File: config.mk
export PLATFORM = sky130hd
export DESIGN_NAME = irq_controller
export DESIGN_NICKNAME = d
export VERILOG_FILES = /design/src/rtl/irq_pkg.sv /design/src/rtl/irq_prio_enc.sv /design/src/rtl/irq_controller.sv
export SDC_FILE = /design/constraint.sdc
export NUM_CORES = 1
export LEC_CHECK = 0
export CAP_MARGIN = 10
export CORE_ASPECT_RATIO = 0.9
export CORE_UTILIZATION = 31
export CTS_CLUSTER_DIAMETER = 150
export DETAILED_ROUTE_END_ITERATION = 10
export PLACE_DENSITY = 0.86
export SLEW_MARGIN = 0
export SYNTH_ARGS = -nofsm -noshare
export SYNTH_HDL_FRONTEND = slang
export SYNTH_SLANG_ARGS = --single-unit
export TNS_END_PERCENT = 1
File: constraint.sdc
create_clock -name clk -period 7.8 [get_ports clk]
set_input_delay 2.34 -clock clk [delete_from_list [all_inputs] [get_ports clk]]
set_output_delay 2.34 -clock clk [all_outputs]
set_load 0.005 [all_outputs]
File: src/rtl/irq_pkg.sv
// irq_pkg -- shared definitions for the interrupt controller.
//   irq_state_t : request FSM encoding (IDLE, REQ, SERVICE)
//   OFF_*       : register byte offsets from BASE
//   DEF_BASE    : default byte address of the MASK register
package irq_pkg;

    typedef enum logic [1:0] {
        IDLE    = 2'd0,
        REQ     = 2'd1,
        SERVICE = 2'd2
    } irq_state_t;

    localparam logic [31:0] OFF_MASK = 32'd0;
    localparam logic [31:0] OFF_PEND = 32'd4;
    localparam logic [31:0] OFF_ID   = 32'd8;
    localparam logic [31:0] DEF_BASE = 32'h4000_0030;

endpackage

File: src/rtl/irq_prio_enc.sv
// irq_prio_enc -- combinational lowest-index priority encoder.
// Ports:
//   req [NSRC-1:0] in  : request vector
//   idx [2:0]      out : lowest set index (0 when none)
//   vld            out : at least one request set
module irq_prio_enc #(
    parameter int NSRC = 4
) (
    input  logic [NSRC-1:0] req,
    output logic [2:0]      idx,
    output logic            vld
);

    // Scan high to low so the lowest set index is the last one written.
    always_comb begin
        idx = 3'd0;
        vld = 1'b0;
        for (int i = NSRC - 1; i >= 0; i--) begin
            if (req[i]) begin
                idx = 3'(i);
                vld = 1'b1;
            end
        end
    end

endmodule

File: src/rtl/irq_controller.sv
// irq_controller -- memory-mapped interrupt controller with a single
// outstanding request towards the Control unit.
// Registers (byte addresses): MASK @BASE (RW), PEND @BASE+4 (read, W1C),
// ID @BASE+8 (read-only, mirrors irq_id).
// Macro IRQ_EDGE_DETECT_EN: defined -> PEND set on src 0->1 transitions;
// undefined -> level capture (PEND set every cycle src is high).
// Ports:
//   clk, reset           : clock (rising), async active-low reset
//   src [NSRC-1:0]       : interrupt source lines
//   PC31                 : CPU kernel-mode bit
//   MemRd, MemWr, Addr, WriteData, ReadData : register bus
//   IRQ, irq_id [2:0]    : registered request and source index
module irq_controller
    import irq_pkg::*;
#(
    parameter int          NSRC = 4,
    parameter logic [31:0] BASE = DEF_BASE
) (
    input  logic            clk,
    input  logic            reset,
    input  logic [NSRC-1:0] src,
    input  logic            PC31,
    input  logic            MemRd,
    input  logic            MemWr,
    input  logic [31:0]     Addr,
    input  logic [31:0]     WriteData,
    output logic [31:0]     ReadData,
    output logic            IRQ,
    output logic [2:0]      irq_id
);

    irq_state_t      state;
    logic [NSRC-1:0] mask, pend, pend_nx, cap, act;
    logic [2:0]      win_idx;
    logic            win_vld;
    logic            sel_mask, sel_pend, sel_id, accept;
    logic            unused_wd;

    assign sel_mask  = (Addr == BASE + OFF_MASK);
    assign sel_pend  = (Addr == BASE + OFF_PEND);
    assign sel_id    = (Addr == BASE + OFF_ID);
    assign unused_wd = ^WriteData[31:NSRC];

`ifdef IRQ_EDGE_DETECT_EN
    logic [NSRC-1:0] src_q;

    always_ff @(posedge clk or negedge reset) begin
        if (!reset) src_q <= '0;
        else        src_q <= src;
    end

    assign cap = src & ~src_q;
`else
    assign cap = src;
`endif

    assign act = pend & mask;

    irq_prio_enc #(.NSRC(NSRC)) u_prio (
        .req (act),
        .idx (win_idx),
        .vld (win_vld)
    );

    // CPU has entered the handler for the request currently on irq_id.
    assign accept = (state == REQ) && PC31;

    // Clears first (software W1C, then hardware acceptance), capture last
    // so a new arrival on the same edge is never lost.
    always_comb begin
        pend_nx = pend;
        if (MemWr && sel_pend)
            pend_nx = pend_nx & ~WriteData[NSRC-1:0];
        if (accept) begin
            for (int i = 0; i < NSRC; i++)
                if (irq_id == 3'(i)) pend_nx[i] = 1'b0;
        end
        pend_nx = pend_nx | cap;
    end

    always_ff @(posedge clk or negedge reset) begin
        if (!reset) begin
            mask <= '0;
            pend <= '0;
        end else begin
            pend <= pend_nx;
            if (MemWr && sel_mask) mask <= WriteData[NSRC-1:0];
        end
    end

    always_comb begin
        ReadData = '0;
        if (MemRd) begin
            if (sel_mask)     ReadData[NSRC-1:0] = mask;
            else if (sel_pend) ReadData[NSRC-1:0] = pend;
            else if (sel_id)   ReadData[2:0]      = irq_id;
        end
    end

    // Request FSM; IRQ and irq_id are registered here. PC31=1 blocks new
    // requests in IDLE, so the CPU never sees one while in kernel mode.
    always_ff @(posedge clk or negedge reset) begin
        if (!reset) begin
            state  <= IDLE;
            IRQ    <= 1'b0;
            irq_id <= 3'd0;
        end else begin
            case (state)
                IDLE: begin
                    if (win_vld && !PC31) begin
                        state  <= REQ;
                        IRQ    <= 1'b1;
                        irq_id <= win_idx;
                    end
                end
                REQ: begin
                    if (PC31) begin
                        state <= SERVICE;
                        IRQ   <= 1'b0;
                    end else if (!win_vld) begin
                        state <= IDLE;
                        IRQ   <= 1'b0;
                    end else begin
                        irq_id <= win_idx;
                    end
                end
                SERVICE: begin
                    IRQ <= 1'b0;
                    if (!PC31) state <= IDLE;
                end
                default: begin
                    state <= IDLE;
                    IRQ   <= 1'b0;
                end
            endcase
        end
    end

endmodule

### After elaboration in Yosys (flattened, before gate mapping)

Cells that the tools add are included.

| storage, ports and cells | value |
|---|---|
| output and inout bits | 36 |
| logic and storage cells | 65 |
| input port bits | 73 |
| bits in registers | 14 |

| operators by class | value |
|---|---|
| reductions and logical operators | 11 |
| mux-type cells | 32 |
| equal/unequal tests | 13 |
| bitwise logic cells | 4 |

Operators by type and width:

| cell | count |
|---|---|
| == test 32 x 31 -> 1 bit, second input constant | 3 |
| two-way mux 2 bit | 8 |
| two-way mux 4 bit | 4 |
| two-way mux 3 bit | 5 |
| two-way mux 1 bit | 12 |
| AND 4 bit | 2 |
| inequality test 2 bit, second input constant | 4 |
| == test 3 x 2 -> 1 bit, second input constant | 2 |
| one-hot mux 2 bit (3 select lines) | 1 |
| one-hot mux 3 bit (2 select lines) | 1 |
| logical AND 1 bit | 4 |
| inverter 4 bit | 1 |
| bitwise OR 4 bit | 1 |
| AND reduction 4 bit | 1 |
| == test 3 x 1 -> 1 bit, second input constant | 1 |
| logical NOT 3 bit | 1 |
| inequality test 3 bit, second input constant | 1 |
| AND reduction 3 bit | 1 |
| == test 2 x 1 -> 1 bit, second input constant | 1 |
| == test 2 bit, second input constant | 1 |
| logical NOT 2 bit | 1 |
| one-hot mux 1 bit (2 select lines) | 1 |
| AND reduction 2 bit | 1 |
| nonzero test 2 bit | 1 |
| logical NOT 1 bit | 1 |

### Depth between registers and ports, before layout

Gate-level depths: netlist of the first run.

| depth | value |
|---|---|
| word-level depth | 8 |
| mapped depth | 5 |
| mapped depth without buffers | 4 |

### Cells and area by module

A second synthesis of the first run with hierarchy kept.

| second synthesis, totals | value |
|---|---|
| cells, all modules | 119 |
| area total of the unflattened synthesis | 1119.8 um^2 |

Modules (own cells, without submodules):

| module | instances | sequential area each (um^2) | cells an instance | area each (um^2) |
|---|---|---|---|---|
| irq_controller | 1 | 350.3 | 110 | 1073.5 |
| irq_prio_enc | 1 | 0.0 | 9 | 46.3 |

### Worst setup path after synthesis of the first run

No wires, ideal clock.

| path | value |
|---|---|
| path kind | input to output |
| start point | input Addr[25] |
| end point | output ReadData[2] |
| setup slack | 2.103 ns |
| buffers on the path | 0 |
| stages | 4 |
| arrival time | 3.357 ns |
| data required time | 5.460 ns |
| cell sequence | nor4_1 -> nand4_1 -> nor3_2 -> and4bb_2 |

| between the ends | value |
|---|---|
| longest elaborated chain between the ends | 5 |
| elaborated cells between the ends (all ways) | 7 |
| those cells by class | 3 x eq/ne; 4 x mux |

RTL lines:

| item | line | source |
|---|---|---|
| start, declared | irq_controller.sv:25 | `input logic [31:0] Addr,` |
| == test 32 x 31 -> 1 bit | irq_controller.sv:41 | `assign sel_id = (Addr == BASE + OFF_ID);` |
| two-way mux 3 bit | irq_controller.sv:96 | `else if (sel_id) ReadData[2:0] = irq_id;` |
| two-way mux 3 bit | irq_controller.sv:95 | `else if (sel_pend) ReadData[NSRC-1:0] = pend;` |
| two-way mux 4 bit (*) | irq_controller.sv:94 | `if (sel_mask) ReadData[NSRC-1:0] = mask;` |
| two-way mux 4 bit (*) | irq_controller.sv:93 | `if (MemRd) begin` |
| end, declared | irq_controller.sv:27 | `output logic [31:0] ReadData,` |

Every way passes the cells marked *; elsewhere a longest branch is shown, timed or not.

### Final worst setup path of the first run

Ends and elaborated chain as after synthesis.

==> impl_table.tex, run 1 <==
\begin{tabular}{lr}
\hline
Metric & Value \\
\hline
\multicolumn{2}{l}{\textbf{STA}} \\
Count of endpoints failing setup in the final report & 0 \\
Normalized max-slew margin & 60.9\% \\
Final worst clock skew & 0.00275 ns \\
Hold WS & 0.526 ns \\
Transition time at the pin with the least slew margin & 0.584 ns \\
Final worst path period need & 6.81 ns \\
RSZ-0062 raised after global routing & false \\
Fin crit share & 87.3\% \\
Total count of hold-check failures in the final report & 0 \\
Maximum operating frequency & 147 MHz \\
Count of final max-slew check failures & 0 \\
Final TNS setup & 0 ns \\
\multicolumn{2}{l}{\textbf{Placement}} \\
Cell total after placement & 203 \\
Final RePlAce weighted congestion & 0.888 \\
Number of port buffers & 51 \\
Estimated wirelength of the detail-placed design & 2100 µm \\
\multicolumn{2}{l}{\textbf{Floorplanning}} \\
Area enclosed by the die boundary & 3640 µm² \\
Starting density of the core & 33.7\% \\
Die height & 57.4 µm \\
Placement row count & 19 \\
Number of top-level design ports & 109 \\
Die Span X & 63.5 µm \\
Core area & 3140 µm² \\
\multicolumn{2}{l}{\textbf{Global routing}} \\
Wire length of the first global-routing pass & 4100 µm \\
Maximum number of pins on one net before global-route repair & 14 \\
Number of antenna violations at the first check in global routing & 0 \\
Total GRT Usage & 14.5\% \\
Congestion Overflow GR & 0 \\
Number of global-route vias before repair & 870 \\
\multicolumn{2}{l}{\textbf{Critical path}} \\
Number of buffers and inverters on the critical path & 2 \\
Critical Path Sink Type & primary output \\
Worst Setup Start Kind & input port \\
Arr. time, crit path & 4.47 ns \\
Cells along the critical path & clkdlybuf4s50\_1, nor4\_1, nand4\_1, nor3\_2, and4bb\_2, clkdlybuf4s50\_1 \\
Crit-path slowest cell & sky130\_fd\_sc\_hd\_\_clkdlybuf4s50\_1 \\
Req. time, crit path & 5.46 ns \\
CP dominant cell by count & sky130\_fd\_sc\_hd\_\_clkdlybuf4s50\_1 \\
Delay of the slowest cell on the worst path & 0.49 ns \\
Highest fanout seen on the critical path & 7 \\
Family with the most delay on the worst path & simple AND/OR/NAND/NOR gates \\
Worst Path Class, Setup & input port to primary output \\
\multicolumn{2}{l}{\textbf{Layout}} \\
Area taken by multi-input logic gates & 603 µm² \\
Area growth from synthesis to final layout & 46.6\% \\
Most common cell after layout, fill and taps aside & sky130\_fd\_sc\_hd\_\_clkdlybuf4s50\_1 \\
\# fillers & 308 \\
Storage cell area & 325 µm² \\
Net count of the finished layout & 239 \\
Number of antenna cells inserted & 0 \\
Share of cells above drive strength 1 & 10.3\% \\
Post-route non-filler standard cell count & 207 \\
Leading cell types in the layout, fill and taps excluded & 51 x sky130\_fd\_sc\_hd\_\_clkdlybuf4s50\_1, 29 x sky130\_fd\_sc\_hd\_\_conb\_1, 13 x sky130\_fd\_sc\_hd\_\_dfrtp\_1 \\
\multicolumn{2}{l}{\textbf{Clock tree}} \\
Skew-Pair Late Insertion Delay & 0.24 ns \\
Buffer type at the clock tree root & sky130\_fd\_sc\_hd\_\_clkbuf\_8 \\
Clock slew at reported path FFs & 0.05 ns \\
Number of buffers on the longest clock path & 2 \\
Post-CTS setup buffer count & 0 \\
Num Clock Sinks & 13 \\
Count of instances resized after the clock tree is built & 0 \\
Num CTS Buffers & 3 \\
CTS tree & built \\
Number of buffers inserted by hold repair at cts & 0 \\
Total number of H-tree levels & 1 \\
\multicolumn{2}{l}{\textbf{Status}} \\
Result of the run & finished, final reports clean \\
\multicolumn{2}{l}{\textbf{Logic synthesis}} \\
Number of library cell types mapped by synthesis & 34 \\
Instance count of the mapped netlist & 112 \\
YS warnings & 0 \\
Post-synth design cell area & 1060 µm² \\
Share of the synthesized area in the top cell type & 30.8\% \\
Library cell with the largest summed area after synthesis & sky130\_fd\_sc\_hd\_\_dfrtp\_1 \\
Most used DFF post-synth & sky130\_fd\_sc\_hd\_\_dfrtp\_1 \\
Async S/R FF share, synth & 100\% \\
Post-synthesis sequential element count & 13 \\
Top cells by area, synth & sky130\_fd\_sc\_hd\_\_dfrtp\_1 31\%, sky130\_fd\_sc\_hd\_\_buf\_4 21\%, sky130\_fd\_sc\_hd\_\_mux2\_2 5.3\%, sky130\_fd\_sc\_hd\_\_mux2i\_1 3.8\%, sky130\_fd\_sc\_hd\_\_and4bb\_2 3.6\% \\
Share of the yosys chip area belonging to registers & 30.8\% \\
Per-instance average area after synthesis & 9.43 µm² \\
Post-synth EDFFs & 0 \\
\multicolumn{2}{l}{\textbf{Routing}} \\
Mean number of vias per cell & 4.53 \\
Router iterations before antenna repair & 4 \\
Number of DRC violations after detailed routing & 0 \\
Initial DRC Count & 23 \\
Remaining number of nets flagged by the antenna check after routing & 0 \\
Final wirelength & 2490 µm \\
Mean routed wirelength per cell & 12.0 µm \\
Count of vias placed by the detailed router & 938 \\
\multicolumn{2}{l}{\textbf{Flow run}} \\
Count of max-cap constraint violations & 0 \\
\multicolumn{2}{l}{\textbf{Worst hold path}} \\
Kind of path behind the tightest hold check & flop to flop \\
\multicolumn{2}{l}{\textbf{Power and ir drop}} \\
Leakage power summed over all cells & 0.000643 µW \\
Pwr/cell area & 106 nW/µm² \\
Worst IR Drop VDD & 133 µV \\
Power after layout & 164 µW \\
\hline
\end{tabular}
==> cells in the mapped netlist (2+ instances only) <==
library cell                n
sky130_fd_sc_hd__inv_1      3
sky130_fd_sc_hd__buf_4     29
sky130_fd_sc_hd__a21oi_1    4
sky130_fd_sc_hd__nand3b_1   2
sky130_fd_sc_hd__a31oi_1    3
sky130_fd_sc_hd__and4bb_2   3
sky130_fd_sc_hd__nor2b_1    5
sky130_fd_sc_hd__nor2_1     5
sky130_fd_sc_hd__o21ai_0    2
sky130_fd_sc_hd__nand2_1    6
sky130_fd_sc_hd__nand4_1    3
sky130_fd_sc_hd__nor4_2     2
sky130_fd_sc_hd__nand3_1    2
sky130_fd_sc_hd__nor4_1     3
sky130_fd_sc_hd__mux2i_1    4
sky130_fd_sc_hd__mux2_2     5
sky130_fd_sc_hd__and3_1     2
sky130_fd_sc_hd__dfrtp_1   13
==> stage by stage <==
stage          area [µm²]  utilization (%)  worst slack, ns
2_1_floorplan        1160                -             2.10
3_3_place_gp         1500             47.9            0.997
3_5_place_dp         1500             47.9            0.986
4_1_cts              1550             49.3            0.977
5_1_grt              1550             49.3            0.818
6_report             1550             49.3            0.991
==> where the power goes <==
part,internal [µW],switching (µW),leakage [µW]
logic,23.9,12.5,0.000461
registers,68.2,0.691,0.000158
clock network,36.0,22.7,0.0000228
==> kinds of logic (layout without fill, tap and decap cells) <==
| kind of cell | Yosys count | count (layout) | share of synthesized area (%) |
|---|---|---|---|
| and+or+nand+nor | 39 | 39 | 26.5 |
| buffers and inverters | 33 | 58 | 22.0 |
| AOI/OAI and AO/OA | 16 | 16 | 10.2 |
| DFF | 13 | 13 | 30.8 |
| muxes | 9 | 9 | 9.12 |
| adders and majority gates | 1 | 1 | 0.948 |
| other | 1 | 29 | 0.355 |
==> path summary, 6_finish.rpt <==
check | from | slack, ns | end | cells after the start
max | Addr[25] | 0.99 | ReadData[2] | 6
min | state[1] | 0.53 | IRQ | 1
max reg2reg | mask[0] | 6.33 | irq_id[0] | 4
min reg2reg | state[1] | 0.53 | IRQ | 1
max in group asynchronous | reset | 4.94 | mask[0] | 1
min in group asynchronous | reset | 2.47 | irq_id[1] | 1
==> state kept, by name, indices dropped and copies added (netlist names) <==
| name | cells |
|---|---|
| pend | 4 |
| mask | 4 |
| IRQ | 1 |
| irq_id | 2 |
| state | 2 |
==> metal layers <==
metal | vias up | GRT usage (%) | part of all wire [%]
met3 | 2 | 4.40 | 6.7
met5 | - | 0 | 0
li1 | 455 | - | -
met4 | 0 | 2.92 | 0.76
met1 | 431 | 18.9 | 43
met2 | 50 | 23.9 | 49
==> cell type report <==
class,count,share of cell area (%)
Inverter,3,0.728
Tap cell,42,3.40
Multi-Input combinational cell,94,39.0
Timing Repair Buffer,51,33.0
Sequential cell,13,21.0
Clock buffer,4,2.91
(Power assumes the default switching activity.)
==> run 2: changes to the inputs <==
--- a/config.mk
+++ b/config.mk
@@ -11,7 +11,7 @@
 export CTS_CLUSTER_DIAMETER = 150
 export DETAILED_ROUTE_END_ITERATION = 10
 export PLACE_DENSITY = 0.86
-export SLEW_MARGIN = 0
+export SKIP_CTS_REPAIR_TIMING = 1
 export SYNTH_ARGS = -nofsm -noshare
 export SYNTH_HDL_FRONTEND = slang
 export SYNTH_SLANG_ARGS = --single-unit
==> results of run 2 <==
The final DEF is identical to that of run 1; final timing and power are the same.
==> run 3: changes to the inputs <==
--- a/config.mk
+++ b/config.mk
@@ -10,6 +10,7 @@
 export CORE_UTILIZATION = 31
 export CTS_CLUSTER_DIAMETER = 150
 export DETAILED_ROUTE_END_ITERATION = 10
+export GPL_TIMING_DRIVEN = 0
 export PLACE_DENSITY = 0.86
 export SKIP_CTS_REPAIR_TIMING = 1
 export SYNTH_ARGS = -nofsm -noshare
==> run 3 against run 2 <==
Net effect:
- core utilization is 6.7 points higher
- clock power hardly changed
- count of clock-buffer cells in the layout unchanged
- register-to-register slack better by 0.02 ns
- cell area grew 14%
- cell count is 14% higher
- critical endpoint unchanged
- highest routed layer unchanged
==> impl_table.tex, run 3 (same netlist as run 1, synthesis figures left out) <==
\begin{tabular}{lr}
\hline
Metric & Value \\
\hline
\multicolumn{2}{l}{\textbf{Power and ir drop}} \\
Leakage power summed over all cells & 0.000798 µW \\
Power after layout & 175 µW \\
Worst IR Drop VDD & 98.5 µV \\
Pwr/cell area & 99.5 nW/µm² \\
\multicolumn{2}{l}{\textbf{Critical path}} \\
Arr. time, crit path & 4.50 ns \\
Number of buffers and inverters on the critical path & 2 \\
Delay of the slowest cell on the worst path & 0.49 ns \\
Critical Path Sink Type & primary output \\
Worst Setup Start Kind & input port \\
Family with the most delay on the worst path & simple AND/OR/NAND/NOR gates \\
Req. time, crit path & 5.46 ns \\
CP dominant cell by count & sky130\_fd\_sc\_hd\_\_clkdlybuf4s50\_1 \\
Highest fanout seen on the critical path & 7 \\
Worst Path Class, Setup & input port to primary output \\
Crit-path slowest cell & sky130\_fd\_sc\_hd\_\_clkdlybuf4s50\_1 \\
Cells along the critical path & clkdlybuf4s50\_1, nor4\_1, nand4\_1, nor3\_2, and4bb\_2, clkdlybuf4s50\_1 \\
\multicolumn{2}{l}{\textbf{Floorplanning}} \\
Number of top-level design ports & 109 \\
Placement row count & 19 \\
Starting density of the core & 33.7\% \\
Area enclosed by the die boundary & 3640 µm² \\
Die Span X & 63.5 µm \\
Die height & 57.4 µm \\
Core area & 3140 µm² \\
\multicolumn{2}{l}{\textbf{Global routing}} \\
Total GRT Usage & 15.5\% \\
Number of global-route vias before repair & 901 \\
Number of antenna violations at the first check in global routing & 0 \\
Congestion Overflow GR & 0 \\
Maximum number of pins on one net before global-route repair & 14 \\
Wire length of the first global-routing pass & 4280 µm \\
\multicolumn{2}{l}{\textbf{Routing}} \\
Initial DRC Count & 32 \\
Remaining number of nets flagged by the antenna check after routing & 0 \\
Number of DRC violations after detailed routing & 0 \\
Final wirelength & 2660 µm \\
Count of vias placed by the detailed router & 1008 \\
Mean routed wirelength per cell & 11.3 µm \\
Mean number of vias per cell & 4.27 \\
Router iterations before antenna repair & 4 \\
\multicolumn{2}{l}{\textbf{STA}} \\
Count of final max-slew check failures & 0 \\
Final worst clock skew & 0.00399 ns \\
Count of endpoints failing setup in the final report & 0 \\
Fin crit share & 87.7\% \\
Normalized max-slew margin & 59.9\% \\
Final worst path period need & 6.84 ns \\
RSZ-0062 raised after global routing & false \\
Transition time at the pin with the least slew margin & 0.600 ns \\
Maximum operating frequency & 146 MHz \\
Total count of hold-check failures in the final report & 0 \\
Final TNS setup & 0 ns \\
\multicolumn{2}{l}{\textbf{Clock tree}} \\
Clock slew at reported path FFs & 0.05 ns \\
Buffer type at the clock tree root & sky130\_fd\_sc\_hd\_\_clkbuf\_8 \\
Skew-Pair Late Insertion Delay & 0.24 ns \\
CTS tree & built \\
Num Clock Sinks & 13 \\
Total number of H-tree levels & 1 \\
Num CTS Buffers & 3 \\
Number of buffers on the longest clock path & 2 \\
\multicolumn{2}{l}{\textbf{Worst hold path}} \\
Kind of path behind the tightest hold check & flop to flop \\
\multicolumn{2}{l}{\textbf{Layout}} \\
Net count of the finished layout & 268 \\
Registers with the highest flip-flop counts & mask x4, pend x4 \\
Share of cells above drive strength 1 & 23.7\% \\
Most common cell after layout, fill and taps aside & sky130\_fd\_sc\_hd\_\_clkdlybuf4s50\_1 \\
Area growth from synthesis to final layout & 66.6\% \\
Number of antenna cells inserted & 0 \\
Leading cell types in the layout, fill and taps excluded & 50 x sky130\_fd\_sc\_hd\_\_clkdlybuf4s50\_1, 29 x sky130\_fd\_sc\_hd\_\_buf\_4, 29 x sky130\_fd\_sc\_hd\_\_conb\_1 \\
\# fillers & 306 \\
\multicolumn{2}{l}{\textbf{Placement}} \\
Final RePlAce weighted congestion & 0.928 \\
Number of port buffers & 50 \\
Estimated wirelength of the detail-placed design & 2300 µm \\
\multicolumn{2}{l}{\textbf{Flow run}} \\
Count of max-cap constraint violations & 0 \\
\multicolumn{2}{l}{\textbf{Status}} \\
Result of the run & finished, final reports clean \\
\hline
\end{tabular}
## run 3: worst paths after layout
path                          start     endpoint  slack, ns  depth (start not counted)
min in group asynchronous     reset     state[1]       2.48                          1
max reg2reg                 mask[0]    irq_id[0]       6.35                          4
max                        Addr[24]  ReadData[2]       0.96                          6
min reg2reg                state[1]          IRQ       0.53                          1
max in group asynchronous     reset    irq_id[0]       4.93                          1
min                        state[1]          IRQ       0.53                          1
## run 3: layer usage
metal  up-vias  track usage [%]  wire length (µm)  share of wire (%)
li1        516                -                 -                  -
met1       447             19.4              1120                 42
met2        40             25.7              1360                 51
met3         5             4.20               154                5.8
met4         0             5.52                24               0.90
met5         -                0                 0                  0
## run 3: report_power, final
group	switching [µW]	internal, µW	total, µW
Combinational	14.4	32.6	47.0
Clock	23.0	36.0	59.0
Sequential	0.738	68.2	68.9
Total	38.2	137	175
## run 3: area by class of cell
class | instances | area (µm²) | area share, %
repair buffers | 50 | 500 | 28.4
inverters | 3 | 11.3 | 0.640
plain buffers | 30 | 221 | 12.6
well taps | 42 | 52.6 | 2.99
clock buffers | 4 | 45.0 | 2.56
flip-flops and latches | 13 | 325 | 18.5
multi-input cells | 94 | 603 | 34.3
## run 3: per-stage QoR
step | util, % | cells | setup slack [ns] | instance area [µm²] | hold slack [ns]
final | 56.1 | 236 | 0.963 | 1760 | 0.531
after global routing | 56.1 | 236 | 0.808 | 1760 | 0.553
after CTS | 56.1 | 236 | 0.945 | 1760 | 0.532
after detailed placement | 54.6 | 232 | 0.952 | 1710 | 0.524
after global placement | 54.6 | 232 | 0.999 | 1710 | 0.499
after floorplan | - | 140 | 2.10 | 1160 | 0.475
